--- config.mk ---
export PLATFORM = sky130hd
export DESIGN_NAME = piece_move_scheduler
export DESIGN_NICKNAME = d
export VERILOG_FILES = /design/src/rtl/game_ctrl_pkg.sv /design/src/rtl/btn_req_gen.sv /design/src/rtl/piece_move_scheduler.sv
export SDC_FILE = /design/constraint.sdc
export NUM_CORES = 1
export LEC_CHECK = 0
export ABC_AREA = 1
export CAP_MARGIN = 5
export CORE_ASPECT_RATIO = 1.25
export CORE_MARGIN = 8
export CORE_UTILIZATION = 49
export CTS_CLUSTER_DIAMETER = 60
export DETAILED_ROUTE_END_ITERATION = 10
export HOLD_SLACK_MARGIN = 0.08
export PLACE_DENSITY_LB_ADDON = 0.3
export SETUP_SLACK_MARGIN = 0.3
export SLEW_MARGIN = 10
export SYNTH_ARGS = -nofsm -noshare
export SYNTH_HDL_FRONTEND = slang
export SYNTH_SLANG_ARGS = --single-unit
--- constraint.sdc ---
create_clock -name clk -period 4.6 [get_ports clk]
set_clock_uncertainty 0.2 [all_clocks]
set_input_delay 0.92 -clock clk [delete_from_list [all_inputs] [get_ports clk]]
set_output_delay 0.92 -clock clk [all_outputs]
set_load 0.005 [all_outputs]
--- src/rtl/game_ctrl_pkg.sv ---
// game_ctrl_pkg: shared grid constants, scheduler state encoding and row-priority helper.
package game_ctrl_pkg;
  localparam int GRID_COLS = 12;
  localparam int GRID_ROWS = 12;
  localparam int ROW_IDX_W = 4;

  typedef enum logic [2:0] {RUN, SETTLE, LOCK, CLEAR, SPAWN, OVER} state_t;

  // Highest set index wins: bottom rows (largest index) are cleared first.
  function automatic logic [ROW_IDX_W-1:0] top_row(input logic [GRID_ROWS-1:0] rows);
    top_row = '0;
    for (int i = 0; i < GRID_ROWS; i++)
      if (rows[i]) top_row = ROW_IDX_W'(i);
  endfunction
endpackage

--- src/rtl/btn_req_gen.sv ---
// btn_req_gen: one-cycle request pulse on a button rising edge.
// Optional HOLD_REPEAT_EN: re-pulses every REPEAT_DIV cycles while held.
module btn_req_gen #(
  parameter int REPEAT_DIV = 6250000
) (
  input  logic clk,
  input  logic rst_n,
  input  logic btn,
  output logic req
);
  logic prev;
  always_ff @(posedge clk or negedge rst_n)
    if (!rst_n) prev <= 1'b0;
    else prev <= btn;
`ifdef HOLD_REPEAT_EN
  localparam int CW = $clog2(REPEAT_DIV + 1);
  logic [CW-1:0] cnt;
  logic rep;
  assign rep = prev & (cnt == CW'(REPEAT_DIV));
  assign req = btn & (~prev | rep);
  always_ff @(posedge clk or negedge rst_n)
    if (!rst_n) cnt <= '0;
    else if (!btn) cnt <= '0;
    else if (~prev | rep) cnt <= CW'(1);
    else cnt <= cnt + 1'b1;
`else
  assign req = btn & ~prev;
`endif
endmodule

--- src/rtl/piece_move_scheduler.sv ---
// piece_move_scheduler: arbitrates buttons and gravity into bound-gated move commands,
// then sequences lock, row clearing, spawn check and game-over. Macro: HOLD_REPEAT_EN.
module piece_move_scheduler
  import game_ctrl_pkg::*;
#(
  parameter int GRAVITY_DIV = 25000000,
  parameter int SETTLE_CYC  = 2,
  parameter int REPEAT_DIV  = 6250000
) (
  input  logic                 clk,
  input  logic                 rst_n,
  input  logic                 btn_left,
  input  logic                 btn_right,
  input  logic                 btn_down,
  input  logic                 left_bound,
  input  logic                 right_bound,
  input  logic                 down_bound,
  input  logic [GRID_ROWS-1:0] row_full,
  input  logic                 spawn_blocked,
  output logic                 cmd_left,
  output logic                 cmd_right,
  output logic                 cmd_down,
  output logic                 cmd_lock,
  output logic                 cmd_clear,
  output logic [ROW_IDX_W-1:0] clear_row,
  output logic                 game_over,
  output logic [15:0]          score
);
  localparam int GW = $clog2(GRAVITY_DIV);
  localparam int SW = $clog2(SETTLE_CYC) + 1;
  state_t state, ret;
  logic [GW-1:0] grav;
  logic [SW-1:0] scnt;
  logic pend_l, pend_r, pend_d, req_l, req_r, req_d;
  logic live, tick, clr_l, clr_r, clr_d;
  btn_req_gen #(.REPEAT_DIV(REPEAT_DIV)) u_left  (.clk(clk), .rst_n(rst_n), .btn(btn_left),  .req(req_l));
  btn_req_gen #(.REPEAT_DIV(REPEAT_DIV)) u_right (.clk(clk), .rst_n(rst_n), .btn(btn_right), .req(req_r));
  btn_req_gen #(.REPEAT_DIV(REPEAT_DIV)) u_down  (.clk(clk), .rst_n(rst_n), .btn(btn_down),  .req(req_d));
  assign live      = state != OVER;
  assign game_over = state == OVER;
  assign tick      = live & (grav == GW'(GRAVITY_DIV - 1));
  // Requests served or dropped by RUN this cycle, in priority order.
  assign clr_d = (state == RUN) & pend_d;
  assign clr_l = (state == RUN) & ~pend_d & pend_l;
  assign clr_r = (state == RUN) & ~pend_d & ~pend_l & pend_r;
  always_ff @(posedge clk or negedge rst_n) begin
    if (!rst_n) begin
      state     <= RUN;
      ret       <= RUN;
      grav      <= '0;
      scnt      <= '0;
      pend_l    <= 1'b0;
      pend_r    <= 1'b0;
      pend_d    <= 1'b0;
      cmd_left  <= 1'b0;
      cmd_right <= 1'b0;
      cmd_down  <= 1'b0;
      cmd_lock  <= 1'b0;
      cmd_clear <= 1'b0;
      clear_row <= '0;
      score     <= '0;
    end else begin
      cmd_left  <= 1'b0;
      cmd_right <= 1'b0;
      cmd_down  <= 1'b0;
      cmd_lock  <= 1'b0;
      cmd_clear <= 1'b0;
      grav      <= tick ? '0 : live ? grav + 1'b1 : grav;
      scnt      <= (state == SETTLE) ? scnt + 1'b1 : '0;
      pend_d    <= (pend_d & ~clr_d) | (live & (req_d | tick));
      pend_l    <= (pend_l & ~clr_l) | (live & req_l);
      pend_r    <= (pend_r & ~clr_r) | (live & req_r);
      case (state)
        RUN: begin
          if (pend_d) begin
            if (down_bound) state <= LOCK;
            else begin
              cmd_down <= 1'b1;
              state    <= SETTLE;
              ret      <= RUN;
            end
          end else if (pend_l) begin
            if (!left_bound) begin
              cmd_left <= 1'b1;
              state    <= SETTLE;
              ret      <= RUN;
            end
          end else if (pend_r && !right_bound) begin
            cmd_right <= 1'b1;
            state     <= SETTLE;
            ret       <= RUN;
          end
        end
        SETTLE: if (scnt == SW'(SETTLE_CYC - 1)) state <= ret;
        LOCK: begin
          cmd_lock <= 1'b1;
          state    <= SETTLE;
          ret      <= CLEAR;
        end
        CLEAR: begin
          if (|row_full) begin
            cmd_clear <= 1'b1;
            clear_row <= top_row(row_full);
            score     <= (score == 16'hFFFF) ? score : score + 1'b1;
            state     <= SETTLE;
            ret       <= CLEAR;
          end else state <= SPAWN;
        end
        SPAWN: state <= spawn_blocked ? OVER : RUN;
        default: ;
      endcase
    end
  end
endmodule

==> impl_results.md <==
* Post-synthesis area per instance at roughly 7.3 um2
* Number of flops mapped to enable cells by yosys at 0
* H-Tree Depth at 3
* Post-synth top area share at 42.9%
* Compound-cell area share of the yosys netlist at 5.71%
* DP Wirelength at 6180 um
* Fill cells at 682
* Largest net degree at the start of global routing at 44
* Post-CTS setup buffers at 0
* Post-Synth Simple-Gate Area at 36.5%
* Placement Rows at 35
* F_max at 336 MHz
* Worst-Margin Slew at 0.939 ns
* Final net count at ~570
* Mapped Area at 3610 um2
* Worst Hold Launch: scnt[0]
* CP peak stage delay at about 0.54 ns
* Gpl congestion at 0.945
* Setup-failing EPs final at 0
* Proportion of synthesized area in mux cells at 0%
* Clock share of power at 25.9%
* Drt wl/cell at 12.8 um
* VDD IR max at roughly 320 uV
* GR met3 Demand/Resource at 4.47%
* Buf+Inv Stages, Crit Path at 4
* Fin. max-slew vios at 0
* TritonCTS Buffers at 9
* Crit Path Max Fanout at 22
* Port-buffer cells at 46
* GR Layer Usage met2 at 27.9%
* Chip Height at between 100 and 150 um
* Cells after synthesis at about 500
* Final Hold Fails at 0
* Initial antenna violation count at 0
* Unrepaired setup endpoints after global routing: false
* Largest family of logic cells by synthesized area: simple AND/OR/NAND/NOR gates
* Final Cycle Share at 64.7%
* Sequential power share at between 40% and 50%
* Outcome: complete, no violations
* TritonCTS Sinks at 62
* Net count after synthesis at slightly above 500
* Ys async rst share at 100%
* GRT Max-Usage Layer: met2
* All-Layer GR Usage at 16.8%
* Area growth from synthesis to layout at 19.3%
* Xor-xnor portion of the synthesized cell area at 4.60%
* LEAKAGE at 0.00198 uW
* CP max-delay cell: clkdlybuf4s50_1
* Die W at 92.8 um
* Clk slew on worst S/H paths at 0.07 ns
* Via Count at 3314
* Core box area at between 7000 and 8000 um2
* CTS root buf: clkbuf_8
* Commonest cells in the netlist: nand2_1 (143), inv_1 (66), dfrtp_1 (62)
* P_sw at 523 uW
* Clk Latency, worst-skew pair at 0.34 ns
* First DRT Iteration DRCs at 225
* First-pass GRT wire length at about 14000 um
* Share of layout cells above drive strength 1 at roughly 7.6%
* Adder and majority cell fraction of the synthesized area at under 10%
* Internal at 1030 uW
* Slew margin rel. at 37.4%
* Crit path required time at 3.48 ns
* Sequential share of the synthesized area at a little over two fifths
* First-pass DRT Iterations at 5
* CTS tree: built
* Synth Register Bits at 62
* Vias in the first global route at approximately 3200
* RR Startpoint: score[0]
* M1 GR Usage at 20.3%
* Kind of critical path: flop to output pin
* CTS Hold Bufs at 0
* DRT antenna net count at 0
* Crit path time final at a little under 3 ns
* Post-Place Worst Slack at 1.61 ns
* Total wire length at 8220 um
* Synth area leader: dfrtp_1
* Top-count cell post-synth: nand2_1
* CP Launch Type: flop
* Crit-path cells: inv_1 > nand3_1 > buf_4 > inv_2 > clkdlybuf4s50_1
* Comb power frac at a little over a quarter
* Top_reg_cell synth: dfrtp_1
* Area contributors post-synth: dfrtp_1 (43%), nand2_1 (15%), inv_1 (6.9%)
* CP Capture Type: output pin
* TNS Setup at 0 ns
* Final instance area at about 4300 um2
* Total power at 1550 uW
* Ys Warns at 0
* Post-cts resize count at 0
* Setup slack after layout at 1.63 ns
* Critical path origin: state[1]
* WP data arrival at 1.85 ns
* Ports at 47
* Via density at 5.15
* Worst hold slack at 0.243 ns
* CP top delay family: buffers and inverters
* DRC viols at 0
* Max Cap Violations at 0
* Die ar. at a little over 10000 um2
* Worst hold path type: flop to flop
* Initial Util at 49.7%
* DP Area at 4160 um2
* ANT cells at 0
* Cell Pwr Density at 360 nW/um2
* Max Buffers Root-to-Sink at 2
* Sw Ratio at 33.7%
* Distinct cells, synth at 36
* Remaining global-route overflow at 0
==> placed cells by master (no fill, tap or decap), drive strengths merged <==
cell,instances
nor4,2
inv,78
xnor2,3
clkbuf,12
o31ai,1
nor3,28
a32oi,1
clkdlybuf4s50,45
o211ai,1
o21ai,19
nor3b,2
nand2,146
clkinv,2
nand4,15
buf,3
a21oi,7
or2,1
nand3b,2
a32o,1
ha,3
nor2,58
a21o,1
a31oi,3
dfrtp,62
xor2,16
o21a,1
nand3,37
o32ai,1
and3,1
==> flip-flops by register name (all words and copies together) (netlist names) <==
signal        flops
pend_d            1
u_left.prev       1
cmd_lock          1
cmd_down          1
clear_row         4
ret               1
grav             25
cmd_left          1
u_down.prev       1
pend_l            1
scnt              2
u_right.prev      1
score            16
cmd_right         1
cmd_clear         1
pend_r            1
state             3
==> final cells by class <==
| class | instances | area [um2] | share of cell area [%] |
|---|---|---|---|
| multi-input combinational | 350 | 1730 | 40.1 |
| timing repair buffer | 48 | 470 | 10.9 |
| clock buffer | 12 | 145 | 3.36 |
| clock inverter | 2 | 10.0 | 0.232 |
| sequential | 62 | 1550 | 36.0 |
| tap | 92 | 115 | 2.67 |
| inverter | 78 | 293 | 6.79 |
==> power groups by stage <==
stage	clock [uW]	combinational, uW	sequential, uW
detailed placement	0	425	740
finish	401	420	730
global route	441	482	744
CTS	413	427	731
floorplan	0	271	721
global placement	0	415	738
==> kinds of logic (layout without fill, tap and decap cells) <==
group / Yosys count / in the layout
XOR/XNOR: 19 / 19
adder cells (fa/ha/maj): 3 / 3
buffers and inverters: 83 / 140
flip-flops: 62 / 62
AND/OR/NAND/NOR: 292 / 292
AO/OA/AOI/OAI: 36 / 36
==> path summary, 6_finish.rpt <==
kind | depth (start not counted) | slack, ns | end
max in group asynchronous | 2 | 2.86 | grav[23]
worst min-delay path | 1 | 0.24 | scnt[0]
worst min register to register | 1 | 0.24 | scnt[0]
worst max-delay path | 5 | 1.63 | game_over
worst max register to register | 8 | 2.47 | score[9]
min in group asynchronous | 1 | 0.52 | score[13]
==> per-stage QoR <==
stage	instances	util, %
after global placement	630	57.2
after detailed placement	630	57.2
final	644	59.3
after CTS	644	59.3
after floorplan	495	-
after global routing	644	59.3
==> metal layers <==
metal / routed length [um] / part of all wire, % / up-vias
met5: 0 / 0 / -
li1: - / - / 1684
met1: 3620 / 44 / 1528
met3: 350 / 4.3 / 12
met4: 133 / 1.6 / 0
met2: 4110 / 50 / 90
No activity file was read; power rests on OpenSTA's default activity.
